$ cat src/rtl/add_sched.sv
// add_sched: round-robin scheduler that shares one 2-cycle-latency adder
// between N requesters and routes each sum back to its owner.
//
// Ports
//   clk, rst           clock; synchronous active-high reset
//   req[N]             per-requester request, held until granted
//   req_a/req_b[N*W]   operands, slice i*W +: W belongs to requester i
//   en_mask[N]         per-requester enable (0 = ineligible)
//   gnt[N]             combinational one-hot/zero grant (accept strobe)
//   op_start/op_a/op_b registered issue to the shared adder
//   op_y/op_valid      adder sum and result strobe (2 cycles after op_start)
//   rsp_valid/rsp_id/rsp_data  registered one-cycle response
//   busy               high while any accepted operation is still in flight
//   err                sticky protocol error (op_valid/tag disagreement)
module add_sched #(
  parameter int unsigned W  = 12,
  parameter int unsigned N  = 4,
  localparam int unsigned IW = (N > 1) ? $clog2(N) : 1
) (
  input  logic            clk,
  input  logic            rst,
  input  logic [N-1:0]    req,
  input  logic [N*W-1:0]  req_a,
  input  logic [N*W-1:0]  req_b,
  input  logic [N-1:0]    en_mask,
  output logic [N-1:0]    gnt,
  output logic            op_start,
  output logic [W-1:0]    op_a,
  output logic [W-1:0]    op_b,
  input  logic [W-1:0]    op_y,
  input  logic            op_valid,
  output logic            rsp_valid,
  output logic [IW-1:0]   rsp_id,
  output logic [W-1:0]    rsp_data,
  output logic            busy,
  output logic            err
);

  localparam int unsigned TAG_STAGES = 3;
  localparam int unsigned IGN_CYCLES = 2;

  // Requester tag riding alongside the adder latency.
  typedef struct packed {
    logic          v;
    logic [IW-1:0] id;
  } tag_t;

  logic [IW-1:0] ptr;
  logic [IW-1:0] ptr_nxt;
  logic [N-1:0]  elig;
  logic [IW-1:0] cand;
  logic [IW-1:0] gnt_id;
  logic          gnt_any;
  logic [W-1:0]  sel_a;
  logic [W-1:0]  sel_b;
  tag_t          tag [TAG_STAGES];
  logic [1:0]    ign_cnt;
  logic          ign_active;
  logic          head_v;
  logic          rsp_fire;
  logic          mismatch;
  logic          busy_nxt;

  // Round-robin search starting at ptr; nothing is eligible during reset.
  always_comb begin
    elig    = req & en_mask & {N{~rst}};
    gnt     = '0;
    gnt_id  = '0;
    gnt_any = 1'b0;
    cand    = '0;
    for (int unsigned k = 0; k < N; k++) begin
      cand = IW'((32'(ptr) + k) % N);
      if (!gnt_any && elig[cand]) begin
        gnt_any    = 1'b1;
        gnt_id     = cand;
        gnt[cand]  = 1'b1;
      end
    end
  end

  // Pointer moves just past the winner, wrapping at N-1.
  always_comb begin
    ptr_nxt = ptr;
    if (gnt_any) begin
      ptr_nxt = (32'(gnt_id) == N - 1) ? '0 : gnt_id + IW'(1);
    end
  end

  assign sel_a = req_a[32'(gnt_id) * W +: W];
  assign sel_b = req_b[32'(gnt_id) * W +: W];

  // Head tag must agree with op_valid, except in the post-reset window where
  // the adder may still emit stale strobes.
  assign head_v     = tag[TAG_STAGES-1].v;
  assign ign_active = (ign_cnt != 2'd0);
  assign rsp_fire   = op_valid & head_v;
  assign mismatch   = ~ign_active & (op_valid != head_v);

  // busy tracks the next values of op_start, the tag valids and rsp_valid.
  assign busy_nxt = gnt_any | tag[0].v | tag[1].v | rsp_fire;

  // Issue, tag pipeline, response and status registers.
  always_ff @(posedge clk) begin
    if (rst) begin
      ptr       <= '0;
      op_start  <= 1'b0;
      op_a      <= '0;
      op_b      <= '0;
      for (int unsigned s = 0; s < TAG_STAGES; s++) begin
        tag[s] <= '0;
      end
      rsp_valid <= 1'b0;
      rsp_id    <= '0;
      rsp_data  <= '0;
      err       <= 1'b0;
      busy      <= 1'b0;
      ign_cnt   <= 2'(IGN_CYCLES);
    end else begin
      ptr      <= ptr_nxt;
      op_start <= gnt_any;
      if (gnt_any) begin
        op_a <= sel_a;
        op_b <= sel_b;
      end
      tag[0].v  <= gnt_any;
      tag[0].id <= gnt_id;
      for (int unsigned s = 1; s < TAG_STAGES; s++) begin
        tag[s] <= tag[s-1];
      end
      rsp_valid <= rsp_fire;
      if (rsp_fire) begin
        rsp_id   <= tag[TAG_STAGES-1].id;
        rsp_data <= op_y;
      end
      err  <= err | mismatch;
      busy <= busy_nxt;
      if (ign_active) begin
        ign_cnt <= ign_cnt - 2'd1;
      end
    end
  end

endmodule
$ cat config.mk
export PLATFORM = sky130hd
export DESIGN_NAME = add_sched
export DESIGN_NICKNAME = d
export VERILOG_FILES = /design/src/rtl/add_sched.sv
export SDC_FILE = /design/constraint.sdc
export NUM_CORES = 1
export LEC_CHECK = 0
export ABC_AREA = 1
export CELL_PAD_IN_SITES_DETAIL_PLACEMENT = 0
export CELL_PAD_IN_SITES_GLOBAL_PLACEMENT = 1
export CORE_MARGIN = 5
export CORE_UTILIZATION = 25
export CTS_CLUSTER_DIAMETER = 120
export DETAILED_ROUTE_END_ITERATION = 8
export PLACE_DENSITY = 0.84
export SLEW_MARGIN = 10
export SYNTH_ARGS = -nofsm -noshare
export SYNTH_HDL_FRONTEND = slang
export SYNTH_SLANG_ARGS = --single-unit
$ cat constraint.sdc
create_clock -name clk -period 2.4 [get_ports clk]
set_input_delay 0.72 -clock clk [delete_from_list [all_inputs] [get_ports clk]]
set_output_delay 0.72 -clock clk [all_outputs]
set_load 0.005 [all_outputs]
# Word-level counts from Yosys, hierarchy flattened

Memory sizes are Yosys's and may differ from the RTL's.
Cells that the tools add are included.
W data, S select, Z words.

Register bits: 46
Memory bits (writable): 9
Input port bits: 119
Output and inout bits: 46
Word-level logic and storage cells: 93
Memories kept: 1

$add $sub $neg: 5
Multipliers: 1
$lt $le $gt $ge: 8
Equality and inequality tests: 2
Shifts and indexed selects: 2
Muxes and demuxes: 36
Bitwise gates (word level): 17
Reduce and logical (&&, ||, !) cells: 11

Memories:

| name | depth | bits a word | read ports | clocked after Yosys merged registers in | wr ports | line | text |
|---|---|---|---|---|---|---|---|
| tag  | 3     | 3           | 3          | 0                                       | 3        | 56   | `tag_t tag [TAG_STAGES];` |

Operators with widths:

| kind                  | count |
|---|---|
| $shiftx A48 B7 Y12    | 2 |
| $mux W1               | 16 |
| $mux W4               | 4 |
| $lt A2 B3 Y1 const B  | 4 |
| $mux W2               | 6 |
| $or A4 B4 Y4          | 3 |
| $and A4 B4 Y4         | 2 |
| $bmux W1 S2           | 4 |
| $demux W1 S2          | 4 |
| $ge A2 B1 Y1 const B  | 4 |
| $or A1 B1 Y1          | 8 |
| $logic_and A1 B1 Y1   | 7 |
| $mux W3               | 2 |
| $add A2 B1 Y2 const B | 2 |
| $add A2 B2 Y2 const B | 2 |
| $mul A2 B2 Y4 const B | 1 |
| $logic_not A1 Y1      | 3 |
| $and A1 B1 Y1         | 2 |
| $eq A2 B2 Y1 const B  | 1 |
| $not A1 Y1            | 2 |
| $reduce_bool A2 Y1    | 1 |
| $sub A2 B1 Y2 const B | 1 |
| $ne A1 B1 Y1          | 1 |

# Depth between registers and ports, before layout

Gate-level depths: netlist of run 1.

Word-level depth: 17
Mapped depth: 16
Gate-level depth less buffers: 15

# Worst setup path before layout of run 1

OpenSTA, ideal clock, no wires.

Path kind: reg-to-output
Start: register ptr[0]
End: output gnt[0]
Arrival time: 1777 ps
Required time: 1680 ps
Slack: -97 ps
Stages on the path, launching flop included: 12
Path buffers: 0
Cell sequence: dfxtp_1 inv_2 ha_1 inv_1 nand3_1 nand2_4 inv_2 nor2_4 nand3_4 inv_1 a21oi_1 o21ai_0

Longest elaborated chain between the ends: 12
Elaborated cells on any way between the ends: 47
Classes of those cells: add/sub: 3; order compare: 8; mux: 23; bitwise: 3; reduce/logical: 10

RTL lines:

| what                                                                  | line | text |
|---|---|---|
| start, declared                                                       | 48   | `logic [IW-1:0] ptr;` |
| start signal, assigned                                                | 119  | `ptr <= ptr_nxt;` |
| parallel branches: the longest is 11 deep, another holds $lt A2 B3 Y1 | -    |  |
| $mux W4 (*)                                                           | 73   | `if (!gnt_any && elig[cand]) begin` |
| end, declared                                                         | 26   | `output logic [N-1:0] gnt,` |

Every way passes the cells marked *. The select of a mux whose other input is x is not followed.

# Worst setup path in the final report of run 1

Start: input rst
End: output gnt[1]

Longest elaborated chain between the ends: 14
Elaborated cells on any way between the ends: 26
Classes of those cells: mux: 15; bitwise: 5; reduce/logical: 6

RTL lines:

| what                          | line | text |
|---|---|---|
| start, declared               | 21   | `input logic rst,` |
| $not A1 Y1 (*)                | 66   | `elig = req & en_mask & {N{~rst}};` |
| $and A4 B4 Y4 (*)             | 66   |  |
| $bmux W1 S2                   | 73   |  |
| $mux W1 (not written as such) | 73   |  |
| $mux W1                       | 73   |  |
| $logic_not A1 Y1              | 73   |  |
| $logic_and A1 B1 Y1           | 73   |  |
| $mux W1                       | 73   |  |
| $logic_not A1 Y1              | 73   |  |
| $logic_and A1 B1 Y1           | 73   |  |
| $mux W1                       | 73   |  |
| $logic_not A1 Y1              | 73   |  |
| $logic_and A1 B1 Y1           | 73   |  |
| $mux W4 (*)                   | 73   |  |

Every way passes the cells marked *; elsewhere a longest branch is shown, timed or not. The select of a mux whose other input is x is not followed.

==> results of run 1 <==
[worst min-delay path by stage]
stage / to / start / slack, ns
after detailed placement: tag[0][3] / tag[0][0] / 0.40
final: tag[0][4] / tag[0][1] / 0.41
after global placement: tag[0][3] / tag[0][0] / 0.39
after global routing: tag[0][4] / tag[0][1] / 0.44
after CTS: tag[0][4] / tag[0][1] / 0.41
after floorplan: tag[0][3] / tag[0][0] / 0.39
[power groups by stage]
stage | clock (W) | sequential [W] | combinational [W]
2_1_floorplan | 0 | 0.00139 | 0.00416
3_3_place_gp | 0 | 0.00136 | 0.00766
3_5_place_dp | 0 | 0.00136 | 0.00769
4_1_cts | 0.000815 | 0.00135 | 0.00866
5_1_grt | 0.000854 | 0.00138 | 0.00987
6_report | 0.000774 | 0.00134 | 0.00889
[logic make-up (layout without fill, tap and decap cells)]
| kind of cell | count (synthesis) | in the layout |
|---|---|---|
| compound gates | 40 | 40 |
| flops | 54 | 54 |
| simple gates | 347 | 347 |
| fa+ha+maj | 11 | 11 |
| xor+xnor | 1 | 1 |
| buf+inv | 175 | 389 |
[state kept, by name, indices dropped and copies added, names as in the netlist]
register / flops
busy: 1
rsp_valid: 1
ign_cnt: 2
op_b: 12
rsp_data: 12
err: 1
ptr: 2
op_a: 12
tag: 9
rsp_id: 2
[cell usage after synthesis, types with 2 or more instances]
library cell,n
sky130_fd_sc_hd__inv_2,5
sky130_fd_sc_hd__buf_2,11
sky130_fd_sc_hd__a31oi_1,2
sky130_fd_sc_hd__nor2_1,91
sky130_fd_sc_hd__nand2_4,3
sky130_fd_sc_hd__buf_6,2
sky130_fd_sc_hd__o21ai_0,25
sky130_fd_sc_hd__nand4_1,28
sky130_fd_sc_hd__inv_1,137
sky130_fd_sc_hd__a21oi_1,7
sky130_fd_sc_hd__ha_1,11
sky130_fd_sc_hd__nand3_1,112
sky130_fd_sc_hd__nand2_1,95
sky130_fd_sc_hd__clkbuf_1,8
sky130_fd_sc_hd__dfxtp_1,54
sky130_fd_sc_hd__nand3_2,5
sky130_fd_sc_hd__nand2_2,6
sky130_fd_sc_hd__nand3_4,2
sky130_fd_sc_hd__buf_1,5
sky130_fd_sc_hd__buf_4,7
[stage by stage]
step / total power [W] / TNS [ns]
6_report: 0.0110 / -2.47
5_1_grt: 0.0121 / -5.64
4_1_cts: 0.0108 / -2.38
3_5_place_dp: 0.00906 / -20.66
3_3_place_gp: 0.00902 / -19.92
2_1_floorplan: 0.00555 / 0
[cell type report]
cell class	instances	area, um2
fill	1550	8380
clock buffer	5	125
clock inverter	3	28.8
sequential	54	1090
inverter	142	556
timing repair buffer	239	2450
multi-input combinational	399	2230
tap	188	235
[timing repair]
action                                  4_1_cts  5_1_grt
setup buffers                                15        3
gates cloned                                  3        1
endpoints found under the setup margin       30       30
resized for setup                           104       17
pin swaps                                    18       17
[layer usage]
layer,share of wire [%],up-vias
li1,-,2384
met1,44,1938
met2,48,116
met3,7.1,11
met4,1.0,0
met5,0,-
[worst reg2reg max path: stages, from the launching register on]
cell and delay [ns]:
sky130_fd_sc_hd__dfxtp_4 0.36, sky130_fd_sc_hd__inv_4 0.04, sky130_fd_sc_hd__buf_6 0.15, sky130_fd_sc_hd__nand2_2 0.08
sky130_fd_sc_hd__nand3_2 0.10, sky130_fd_sc_hd__buf_4 0.15, sky130_fd_sc_hd__buf_4 0.12, sky130_fd_sc_hd__buf_4 0.12
sky130_fd_sc_hd__buf_4 0.12, sky130_fd_sc_hd__a21oi_2 0.14, sky130_fd_sc_hd__nand2_1 0.08, sky130_fd_sc_hd__nand2_2 0.10
sky130_fd_sc_hd__buf_12 0.11, sky130_fd_sc_hd__a21oi_4 0.08, sky130_fd_sc_hd__buf_12 0.15, sky130_fd_sc_hd__buf_8 0.13
sky130_fd_sc_hd__nand3_1 0.08, sky130_fd_sc_hd__nand3_1 0.09, sky130_fd_sc_hd__nand2_1 0.07, sky130_fd_sc_hd__inv_1 0.03
==> impl.org, run 1 <==
** Clock tree
- Buffer depth of the longest clock path :: 2
- Clock tree synthesis selected as its root buffer the cell sky130_fd_sc_hd__clkbuf_16.
- In this run the number of H-tree levels came out at 2.
- Clock-pin slew was measured on the worst setup and hold paths at 0.08 ns.
- TritonCTS created 5 clock buffers.
- TritonCTS built the clock tree.
- Clock latency on the worst-skew pair :: roughly 0.3 ns
- Sinks on Clock Net :: 54
- Buffers inserted to repair hold after CTS numbered 0.

** GRT
- The first global-routing pass estimated 22900 um of wire.
- Global routing used 15.8% of the available tracks across all layers.
- The global routing stage identified its most utilized layer as met2.
- Global Route met2 Usage :: 27.9%
- Number of global-route vias before repair :: 4414
- Global routing used 4.72% of the available met3 tracks.
- Antenna violations before repair :: 0
- Entering global routing, the biggest net connects 36 pins.
- For this run the aggregate overflow at the end of global routing stands at 0.
- For this run, global-route usage on met1 was measured as a little under a fifth.

** Pwr
- Total internal power :: approximately 0.006 W
- Summed over all nets, the switching power comes to 0.00498 W.
- Part of the total power dissipated in the clock network :: 7.0%
- Sequential share of power :: approximately 12%
- Leak Pwr :: 3.43 nW
- In this run switching power makes up 45.2% of total power.
- In this run, the combinational gates consume 80.8% of the power.
- For this design the ratio of total power to cell area is 1640 nW/um2.
- Largest voltage drop on the vdd net :: 0.616 mV

** Logic synthesis
- Count of flip-flops with a built-in enable after synthesis :: 0
- Post-synthesis share of cell area spent on xor and xnor gates :: 0.230%
- After synthesis, the largest family of logic cells by area is simple AND/OR/NAND/NOR gates.
- Synthesis inferred 54 register bits.
- Synth Area in Simple Gates :: 43.2%
- The cell area that synthesis handed to floorplanning was roughly 3800 um2.
- Post-synth top area cell :: sky130_fd_sc_hd__dfxtp_1
- Synthesis instantiated 32 different standard cells from the library.
- Syn Nets :: 758
- Area contributors post-synth :: sky130_fd_sc_hd__dfxtp_1 (28%), sky130_fd_sc_hd__nand3_1 (15%), sky130_fd_sc_hd__inv_1 (13%), sky130_fd_sc_hd__nand2_1 (9.3%), sky130_fd_sc_hd__nor2_1 (9.0%)
- A synthesized cell averages 6.07 um2.
- Number of warnings reported in the yosys synthesis log :: 0
- Adder-cell share of the synthesized area :: under 10%
- In the synthesized netlist, the number of instances is between 600 and 700.
- Compound-cell area share of the yosys netlist :: 6.00%
- Multiplexer cells account for 0% of the synthesized area.
- Summed over its instances, the top area cell type makes up around 28% of the synthesized netlist area.
- Fraction of the yosys area taken by sequential cells :: 28.3%
- Fraction of registers with async set or reset after synthesis :: 0%
- Leading register cell type out of synthesis :: sky130_fd_sc_hd__dfxtp_1

** Timing
- Static timing analysis puts the maximum clock frequency at 0.385 GHz.
- At the pin with the least slew margin, the transition time is 0.444 ns.
- Final setup violating endpoints :: 30
- The clock arrives with 0.00433 ns of skew.
- The worst path in the final design needs a cycle of roughly 2.6 ns, including I/O delays and setup.
- The total count of max-transition violations in the final report came to 0.
- Period utilisation layout :: 108%
- Once routing completed, OpenROAD measured the worst setup slack at -0.194 ns.
- Unrepaired setup endpoints after global routing :: true
- Hold is met by 0.405 ns.
- The final hold violation count is 0.
- Max-Slew Margin vs Limit :: 70.4%

** Worst setup path
- Destination of the critical timing path :: gnt[1]
- Count of cells along the worst register-to-register path :: 19
- Maximum net fanout on the critical path :: 7
- Buffers & Inverters on Critical Path :: 3
- Setup slack on the worst reg-to-reg path comes out at 0 ns.
- Top cell family by delay on the critical path :: simple AND/OR/NAND/NOR gates
- Startpoint of the most critical setup path :: rst
- Worst path depth :: 11
- Worst Path Arrival :: 1.87 ns
- Startpoint Class :: input pin
- Crit path largest cell delay :: 0.16 ns
- Data on the critical path is required at its endpoint by 1.68 ns.
- The slowest stage of the critical path belongs to the cell sky130_fd_sc_hd__a31oi_1.
- RR Endpoint :: op_a[10]
- Type of the worst setup path :: in -> out
- Startpoint of the worst-slack reg-to-reg timing path :: ptr[0]
- STA classifies the critical path endpoint as an output pin.
- CP Cell Sequence :: buf_12 -> buf_6 -> nor2_1 -> nand2_1 -> nand3_2 -> nand2_4 -> nand3_1 -> o21ai_0 -> a31oi_1 -> o21ai_1 -> buf_2

** Status
- The checks that failed: setup timing.
- Run status :: finished with violations

** Die
- Horizontal extent of the die :: 134 um
- For this configuration, the core starts out at a cell density of about 25%.
- # IOs :: 165
- In this run the standard cell core region covers 15100 um2.
- The die covers 17800 um2.
- Die extent in y :: 134 um
- Std-Cell Rows :: 45

** Layout
- Nets@finish :: 971
- Compared with the post-synthesis result, the final layout area differs by 75.9%.
- The number of antenna diodes in the final layout is 0.
- After the flow finishes, the layout carries non-filler instances totaling 1030.
- Once layout is done, the placed cells without fillers occupy ~6700 um2.
- Commonest non-fill, non-tap cell in the layout :: sky130_fd_sc_hd__clkdlybuf4s50_1
- Commonest cells after routing, fill and taps aside :: sky130_fd_sc_hd__clkdlybuf4s50_1 (151), sky130_fd_sc_hd__inv_1 (135), sky130_fd_sc_hd__nand3_1 (98)
- The post-route netlist has 19.0% of its cells at a drive strength greater than 1.
- Cells fill 44.5% of the core in the end.

** Worst hold path
- Min-Delay Path Depth :: 2
- Class of the worst hold path :: reg -> reg

** Job
- Max-cap viol count :: 0

** Placed design
- At the end of routability-driven placement, the weighted congestion stood at between 0.8 and 0.9.
- Prior to clock tree synthesis, the placed netlist has a worst setup slack of -1.01 ns.
- In this run the cell area measured after placement is 6090 um2.
- Number of cells after detailed placement :: 1000
- Once detailed placement completed, the half-perimeter wirelength came to 10500 um.
- Port Buf Inserts :: 164

** Route
- Number of DRC markers after the initial detailed-route iteration :: 181
- Drt wl/cell :: 13.8 um
- The routed layout has 4449 vias.
- The count of nets left with antenna violations once routing finished came out at 0.
- In the routed design, unresolved DRC markers number 0.
- After detailed routing, the total wire length is roughly 14000 um.
- DRT Pass-1 Iters :: 6
- Vias/cell :: 4.32
No activity file was read; power rests on OpenSTA's default activity.
==> run 2, diff against run 1 <==
--- a/config.mk
+++ b/config.mk
@@ -8,10 +8,12 @@
 export ABC_AREA = 1
 export CELL_PAD_IN_SITES_DETAIL_PLACEMENT = 0
 export CELL_PAD_IN_SITES_GLOBAL_PLACEMENT = 1
-export CORE_MARGIN = 5
+export CORE_MARGIN = 2
 export CORE_UTILIZATION = 25
 export CTS_CLUSTER_DIAMETER = 120
 export DETAILED_ROUTE_END_ITERATION = 8
+export GPL_ROUTABILITY_DRIVEN = 0
+export MAX_ROUTING_LAYER = met4
 export PLACE_DENSITY = 0.84
 export SLEW_MARGIN = 10
 export SYNTH_ARGS = -nofsm -noshare
==> run 2 against run 1 <==
The flow still finishes with violations (setup timing); combinational power rose by 9.1%; critical endpoint is now gnt[2]; sequential share of layout area down 0.81 points; wire length increased by 3.5%; worst hold slack got worse by 0.0028 ns; clock skew is 0.0015 ns higher.
==> impl.org, run 2 (same netlist as run 1, synthesis figures left out) <==
** Status
- The flow ran to the end, but the final reports show violations.
- The checks that failed: setup timing.

** Layout
- Commonest cells after routing, fill and taps aside :: sky130_fd_sc_hd__clkdlybuf4s50_1 (151), sky130_fd_sc_hd__inv_1 (134), sky130_fd_sc_hd__nor2_1 (89)
- In the final layout, the share of cells above drive strength 1 is 25.9%.
- Commonest non-fill, non-tap cell in the layout :: sky130_fd_sc_hd__clkdlybuf4s50_1
- Largest registers :: op_a: 12 flops, op_b: 12 flops, rsp_data: 12 flops
- The repair_antennas step left the layout with diodes totalling 0.
- Share of the core filled with cells :: ~47%
- Nets@finish :: roughly 970
- Final instance area :: 7060 um2
- The area growth from synthesis to layout is 85.1%.

** Worst setup path
- Following the worst setup path forward leads to its endpoint at gnt[2].
- On the critical path, the stage with the largest delay is an instance of sky130_fd_sc_hd__a31oi_1.
- Type of the worst setup path :: in -> out
- In this run the register-to-register setup slack is -0.01 ns.
- Count of cells along the worst register-to-register path :: 15
- Maximum net fanout on the critical path :: 6
- The most critical setup path has its startpoint at rst.
- Kind of end point of the critical path :: output pin
- The critical path runs through a total of 12 cells.
- Counting both buffers and inverters, the worst setup path holds a total of 4.
- The worst register-to-register path begins at ptr[0].
- The endpoint identified for the worst register-to-register timing path is op_b[10].
- For this run, the slowest stage of the critical path takes 0.19 ns.
- The cell that appears most often on the critical path is sky130_fd_sc_hd__buf_12.
- Worst Path Arrival :: 1.93 ns
- Startpoint Class :: input pin
- Worst path required time :: 1.68 ns
- Walking the worst path, the cells encountered are buf_12 -> buf_12 -> buf_6 -> nor2_4 -> nand2_2 -> nand3_4 -> nand2_4 -> nand3_2 -> o21ai_1 -> a31oi_1 -> o21ai_2 -> buf_2.
- Grouping stages by cell kind, the critical path spends the most delay in buffers and inverters.

** Clock tree
- Root cell of the clock tree :: sky130_fd_sc_hd__clkbuf_16
- TritonCTS clock tree :: built
- Post-CTS clock slew at the launch and capture registers of the worst setup and hold paths :: 0.07 ns
- Hold_buf cts :: 0
- CTS H-tree depth :: 2
- Number of buffers inserted during clock tree synthesis :: 5
- Counting along the longest clock path gives a buffer depth of 2.
- Clock latency on the worst-skew pair, taken at its later pin, is 0.31 ns.
- Sinks on Clock Net :: 54

** Timing
- Max-Slew Margin vs Limit :: 68.2%
- The total count of max-transition violations in the final report came to 0.
- Slew at the pin closest to its max-slew limit :: 0.476 ns
- Setup repair after global routing could not meet its margin everywhere.
- The final hold violation count came to 0.
- On the final layout, the worst clock skew is between 0.005 and 0.006 ns.
- In the finished design, the share of the clock period the worst path needs comes to 110%.
- Final Critical Period :: 2.65 ns
- Hold slack final :: 0.402 ns
- Setup violations remaining at the end of the flow were counted as 29.
- Once routing completed, OpenROAD measured the worst setup slack at -0.249 ns.
- Fmax :: 0.377 GHz

** GRT
- The initial antenna violation count came to 0.
- Global router's overall resource usage :: 18.2%
- The number of global-route vias before repair is 4574.
- Global routing finished with a remaining overflow of 0.
- Wire length of the first global-routing pass :: 22900 um
- Maximum number of pins on one net before global-route repair :: 33

** Worst hold path
- The min-delay analysis places its worst path in the category reg -> reg.
- Min-Delay Path Depth :: 2

** Route
- The count of nets left with antenna violations once routing finished came out at 0.
- DRT Pass-1 Iters :: 4
- The final layout contains routed wiring with a total length of 14700 um.
- DRC viols :: 0
- Vias/cell :: 4.50
- Drt wl/cell :: 14.2 um
- The final route contains between 4000 and 5000 vias.
- Number of DRC markers after the initial detailed-route iteration :: 169

** Placed design
- Port buffering added roughly 160 buffers.
- After detailed placement, the total cell area comes to 6020 um2.
- HPWL after detailed placement :: 9830 um
- Prior to clock tree synthesis, the placed netlist has a worst setup slack of -0.990 ns.

** Pwr
- Overall power consumption after layout is estimated at 0.0118 W.
- For this design the ratio of total power to cell area is 1670 nW/um2.
- Largest voltage drop on the vdd net :: just over 0.9 mV
- Leak Pwr :: 3.56 nW

** Die
- Initial cell density of the core :: 25.4%
- The die is 128 um wide.
- During I/O placement, the number of pins put on the boundary was 165.
- Measured along the y axis, the die boundary spans 128 um.
- In this run the core area contains 45 standard-cell rows.
- The die covers approximately 16000 um2.
- The core region is between 15000 and 20000 um2.

** Job
- Max-cap viol count :: 0
[run 2: cell types whose count changed in the layout (fill, tap and decap cells not counted), moves of 4 or more]
| cell | before | now |
|---|---|---|
| sky130_fd_sc_hd__nand2_2 | 10 | 15 |
| sky130_fd_sc_hd__nand3_4 | 5 | 16 |
| sky130_fd_sc_hd__buf_12 | 17 | 11 |
| sky130_fd_sc_hd__nand3_1 | 98 | 47 |
| sky130_fd_sc_hd__nand3_2 | 16 | 56 |
| sky130_fd_sc_hd__nand2_1 | 86 | 82 |
[run 2: where the power goes]
part / switching, W / internal [W]
clock: 0.000352 / 0.000391
sequential: 0.000132 / 0.00121
combinational: 0.00526 / 0.00444
total: 0.00574 / 0.00605
[run 2: tightest hold or removal path, stage by stage (launching register included)]
cell                      delay (ns)
sky130_fd_sc_hd__dfxtp_1        0.30
sky130_fd_sc_hd__inv_1          0.04
sky130_fd_sc_hd__nor2_1         0.03
[run 2: through the flow]
stage                     instances  TNS (ns)
after floorplan                 628         0
after global placement          995    -18.02
after detailed placement        995    -18.71
after CTS                      1026     -3.46
after global routing           1030     -5.23
final                          1030     -2.23
[run 2: routing by layer]
layer,part of all wire (%),vias up,GRT usage (%)
met5,0,-,-
met4,1.3,0,4.14
met3,5.9,19,3.94
met2,48,152,31.4
met1,45,2082,21.7
li1,-,2378,-
[run 2: cell type report]
type                       instances  area [um2]
sequential                        54        1090
inverter                         142         558
fill                            1491        7970
clock buffer                       6         129
timing repair buffer             239        2430
clock inverter                     2        13.8
multi-input combinational        399        2610
tap                              188         235
[run 2: worst min path at each step]
stage | startpoint | endpoint | slack, ns
global route | tag[0][4] | tag[0][7] | 0.42
floorplan | tag[0][0] | tag[0][3] | 0.39
CTS | tag[0][0] | tag[0][3] | 0.41
finish | tag[0][0] | tag[0][3] | 0.40
global placement | tag[0][0] | tag[0][3] | 0.39
detailed placement | tag[0][0] | tag[0][3] | 0.39
[run 2: timing repair]
item / 4_1_cts / 5_1_grt
pin swaps: 44 / 33
gates resized for setup: 143 / 57
setup endpoints to repair: 31 / 30
cloned: 3 / 2
setup buffers: 21 / 11
hold endpoints to repair: 0 / 0
